`src/rtl/fixed_to_float_rr_scheduler.sv`:
```
// Round-robin scheduler that shares one iterated fixed-to-float converter
// between CHANNELS sample streams. One conversion is in flight at a time.
// Each result lands in a one-deep output slot tagged with its source channel.
// A watchdog abandons a conversion whose done never arrives.
module fixed_to_float_rr_scheduler #(
  parameter  int CHANNELS = 4,
  parameter  int WIDTH    = 16,
  parameter  int TIMEOUT  = 64,
  localparam int CW       = (CHANNELS > 1) ? $clog2(CHANNELS) : 1
) (
  input  logic                      reset,
  input  logic                      clk,
  input  logic [CHANNELS-1:0]       in_valid,
  input  logic [CHANNELS*WIDTH-1:0] in_data,
  output logic [CHANNELS-1:0]       in_ready,
  output logic                      cvt_start,
  input  logic                      cvt_ready,
  input  logic                      cvt_done,
  output logic [WIDTH-1:0]          cvt_fixed,
  input  logic [31:0]               cvt_float,
  output logic                      out_valid,
  input  logic                      out_ready,
  output logic [31:0]               out_data,
  output logic [CW-1:0]             out_chan,
  output logic                      busy,
  output logic                      timeout
);

  localparam int WDW = $clog2(TIMEOUT + 1);

  typedef enum logic {IDLE, BUSY} state_t;

  state_t          state;
  logic [CW-1:0]   rr_ptr;
  logic [CW-1:0]   chan_reg;
  logic [WDW-1:0]  wdog;
  logic [CW-1:0]   sel;
  logic [CW-1:0]   fix_sel;
  logic            grant;

  // Channel index p+k, wrapped modulo CHANNELS (CHANNELS need not be a power of two).
  function automatic logic [CW-1:0] wrap_idx(input logic [CW-1:0] p, input int k);
    return CW'((int'(p) + k) % CHANNELS);
  endfunction

  // Round-robin pick: walk the offsets from farthest to nearest so the
  // nearest valid channel after rr_ptr is the one left in sel.
  always_comb begin
    sel = wrap_idx(rr_ptr, 1);
    for (int k = CHANNELS; k >= 1; k--) begin
      if (in_valid[wrap_idx(rr_ptr, k)]) sel = wrap_idx(rr_ptr, k);
    end
  end

  // Grant only from IDLE with a ready converter and a slot that is free or draining now.
  // Reset is folded in so nothing leaks combinationally while it is held.
  assign grant = !reset && (state == IDLE) && cvt_ready && (|in_valid) &&
                 (!out_valid || out_ready);

  assign cvt_start = grant;
  assign busy      = (state == BUSY);
  assign fix_sel   = grant ? sel : wrap_idx(rr_ptr, 1);

  // Input handshake and converter operand; without a grant the operand is a harmless known value.
  always_comb begin
    in_ready  = '0;
    cvt_fixed = reset ? '0 : in_data[fix_sel*WIDTH +: WIDTH];
    for (int i = 0; i < CHANNELS; i++) begin
      in_ready[i] = grant && (sel == CW'(i));
    end
  end

  // Control FSM, watchdog and output slot.
  always_ff @(posedge clk or posedge reset) begin
    if (reset) begin
      state     <= IDLE;
      rr_ptr    <= CW'(CHANNELS - 1);
      chan_reg  <= '0;
      wdog      <= '0;
      out_valid <= 1'b0;
      out_data  <= '0;
      out_chan  <= '0;
      timeout   <= 1'b0;
    end else begin
      timeout <= 1'b0;
      if (out_valid && out_ready) out_valid <= 1'b0;
      case (state)
        IDLE: begin
          // cvt_done seen here belongs to an abandoned conversion: ignored.
          if (grant) begin
            rr_ptr   <= sel;
            chan_reg <= sel;
            wdog     <= '0;
            state    <= BUSY;
          end
        end
        BUSY: begin
          if (cvt_done) begin
            // Slot is guaranteed empty here: grant required it free or draining.
            out_data  <= cvt_float;
            out_chan  <= chan_reg;
            out_valid <= 1'b1;
            state     <= IDLE;
          end else if (wdog == WDW'(TIMEOUT - 1)) begin
            timeout <= 1'b1;
            state   <= IDLE;
          end else begin
            wdog <= wdog + WDW'(1);
          end
        end
        default: state <= IDLE;
      endcase
    end
  end

endmodule

```
`config.mk`:
```
export PLATFORM = sky130hd
export DESIGN_NAME = fixed_to_float_rr_scheduler
export DESIGN_NICKNAME = d
export VERILOG_FILES = /design/src/rtl/fixed_to_float_rr_scheduler.sv
export SDC_FILE = /design/constraint.sdc
export NUM_CORES = 1
export LEC_CHECK = 0
export ABC_AREA = 1
export BUFFER_PORTS_ARGS = -buffer_cell sky130_fd_sc_hd__buf_4
export CORE_MARGIN = 2
export CORE_UTILIZATION = 45
export CTS_CLUSTER_DIAMETER = 40
export CTS_CLUSTER_SIZE = 30
export DETAILED_ROUTE_END_ITERATION = 10
export PLACE_DENSITY = 0.85
export SYNTH_ARGS = -nofsm -noshare
export SYNTH_HDL_FRONTEND = slang
export SYNTH_SLANG_ARGS = --single-unit
```
`constraint.sdc`:
```
create_clock -name clk -period 8.6 [get_ports clk]
set_input_delay 1.72 -clock clk [delete_from_list [all_inputs] [get_ports clk]]
set_output_delay 1.72 -clock clk [all_outputs]
set_load 0.02 [all_outputs]
```
==> impl_metrics.json <==
{
  "critical_path_class": "primary input to output port",
  "wl_mm": 8.11,
  "worst_slew_pin_slew_ns": 0.825,
  "final_cell_mix": "buf_4, inv_1, nand2_1, nand3_1, dfrtp_1",
  "top_regs": "out_data x32, wdog x7",
  "io_pins": 163,
  "seq_area_frac_synth_pct": 40.3,
  "gp_congestion": 0.867,
  "period_share_pct": 72.0,
  "maxSlewHeadroom_pct": 45.0,
  "diodes": 0,
  "placed_cells": 590,
  "drv_slew": 0,
  "holdBufCountCts": 0,
  "nNetsFinal": 626,
  "gr-usage-all-layers_pct": 21.7,
  "io_buffers": 162,
  "htreeDepth": 2,
  "grt_pass1_vias": 2891,
  "status": "finished, final reports clean",
  "clk_path_buf_depth": 2,
  "finalSetupViolCount": 0,
  "antenna_found_initial": 0,
  "top_register": "out_data",
  "largest_reg_flops": 32,
  "yosysWarnings": 0,
  "grt_overflow_total": 0,
  "dr.first_iter.drc_count": 172,
  "max_freq_mhz": 161,
  "final.setup.tns_ns": 0,
  "cts_buffers": 5,
  "drcViolationCount": 0,
  "peakVddDrop_mv": 0.183,
  "hold_path_class": "register to register",
  "grt_use_met2_pct": 39.3,
  "netlist_instances": 367,
  "ant_nets": 0,
  "path_max_fanout": 49,
  "critPathRequiredTime_ns": 6.88,
  "coreArea_um2": 6390,
  "cts_sinks": 48,
  "synth_nets": 473,
  "drtPass1Iterations": 5,
  "die-area_um2": 7300,
  "use_met3_pct": 4.38,
  "rsz0062_at_grt": "no",
  "rrSetupSlack_ns": 6.75,
  "finalPower_w": 0.00125,
  "n_fill_cell": 512,
  "finalNonFillerCells": 598,
  "top_usage_layer": "met2",
  "end_kind": "output port",
  "setup_ws_ns": 2.41,
  "maxCapViolations": 0,
  "cp-start-kind": "primary input",
  "postCtsSetupBuffers": 0,
  "clk_latency_ns": 0.30,
  "routedWlPerCell_um": 13.6,
  "synth_cell_types": 29,
  "slowest_delay_ns": 0.55,
  "clk_pin_slew_ns": 0.09,
  "cts_resized": 0,
  "initial_core_util_pct": 46.7,
  "dp_slack_ns": 2.36,
  "multi_input_area_um2": 1390,
  "cts_tree": "built",
  "vias": 3025,
  "grt_pass1_wl_mm": 12.8,
  "die_y_um": 85.4,
  "area_growth_pct": 44.4,
  "hold_viol_final": 0,
  "grt_use_met1_pct": 25.0,
  "cts_root_buf": "clkbuf_8",
  "p_leak_nw": 2.36,
  "ys_ff_latch": 48,
  "power_density_nw_per_um2": 289,
  "grt_max_degree": 50,
  "critPathArrivalTime_ns": 4.47,
  "skew_ns": 0.00349,
  "vias_per_cell": 5.06,
  "place_hpwl_mm": 6.17,
  "syn_area_um2": 2980,
  "final_common_cell": "buf_4",
  "crit_chain": "buf_4 -> clkinv_2 -> nand3_2 -> nor3_4 -> inv_4 -> nand2_4 -> nand2_4 -> nand2_1 -> nand3_1 -> a21oi_1 -> buf_4",
  "die_w_um": 85.4,
  "finalCriticalPeriod_ns": 6.19,
  "row_count": 29,
  "register_area_um2": 1200,
  "drive_gt1_share_pct": 43.0,
  "syn_avg_cell_area_um2": 8.13,
  "crit_slowest_cell": "clkinv_2"
}
[worst paths after layout]
path                                          from                       to  cells after the start
setup / recovery                             reset             cvt_fixed[4]                     11
hold / removal             out_chan[0]$_DFFE_PP0P_  out_chan[0]$_DFFE_PP0P_                      2
setup reg to reg                    busy$_DFF_PP0_      wdog[2]$_DFFE_PP0P_                      8
hold reg to reg            out_chan[0]$_DFFE_PP0P_  out_chan[0]$_DFFE_PP0P_                      2
max in group asynchronous                    reset  out_data[1]$_DFFE_PP0P_                      2
min in group asynchronous                    reset           busy$_DFF_PP0_                      2
[worst max-delay path: cells and delay by family]
kind	cells	cell delay, ns
buffers and inverters	4	1.00
AO/OA/AOI/OAI	1	0.22
AND/OR/NAND/NOR	6	1.50
[cell type report]
| type | instances | share of cell area [%] |
|---|---|---|
| Clock buffer | 6 | 1.92 |
| Clock inverter | 2 | 0.900 |
| Inverter | 71 | 6.33 |
| Multi-Input combinational cell | 231 | 32.3 |
| Sequential cell | 48 | 27.9 |
| Tap cell | 77 | 2.24 |
| Timing Repair Buffer | 163 | 28.4 |
[through the flow]
step | hold WS (ns) | utilization [%] | area [µm²]
floorplan | 0.478 | - | 2980
global placement | 0.472 | 65.6 | 4190
detailed placement | 0.485 | 65.6 | 4190
CTS | 0.507 | 67.5 | 4310
global route | 0.532 | 67.5 | 4310
finish | 0.512 | 67.5 | 4310
[per-layer routing]
metal	up-vias	wire length (µm)
met3	16	524
met4	0	199
met1	1406	2980
met5	-	0
met2	118	4410
li1	1485	-
[cell families after synthesis]
group	share of synthesized area, %
simple gates	27.3
buf+inv	13.1
mux	12.1
flops	40.3
xor+xnor	0.881
fa+ha+maj	0.419
compound gates	5.87
[synth_stat cells (all sizes together)]
cell type / count / share of area, %
a21oi: 20 / 3.4
a311oi: 1 / 0.29
buf: 13 / 3.4
clkbuf: 4 / 0.50
clkinv: 1 / 0.17
dfrtp: 46 / 39
dfstp: 2 / 1.8
ha: 1 / 0.42
inv: 70 / 9.0
mux2: 32 / 12
nand2: 71 / 10
nand3: 60 / 10
nand3b: 16 / 4.0
nor2: 11 / 1.6
nor3: 3 / 0.88
nor4: 1 / 0.21
o21ai: 10 / 1.8
o22ai: 2 / 0.42
xor2: 3 / 0.88
[report_power, final]
part | switching [W] | internal [W]
sequential | 0.0000456 | 0.000297
clock | 0.0000741 | 0.0000950
combinational | 0.000431 | 0.000304
No activity file was read; power rests on OpenSTA's default activity.
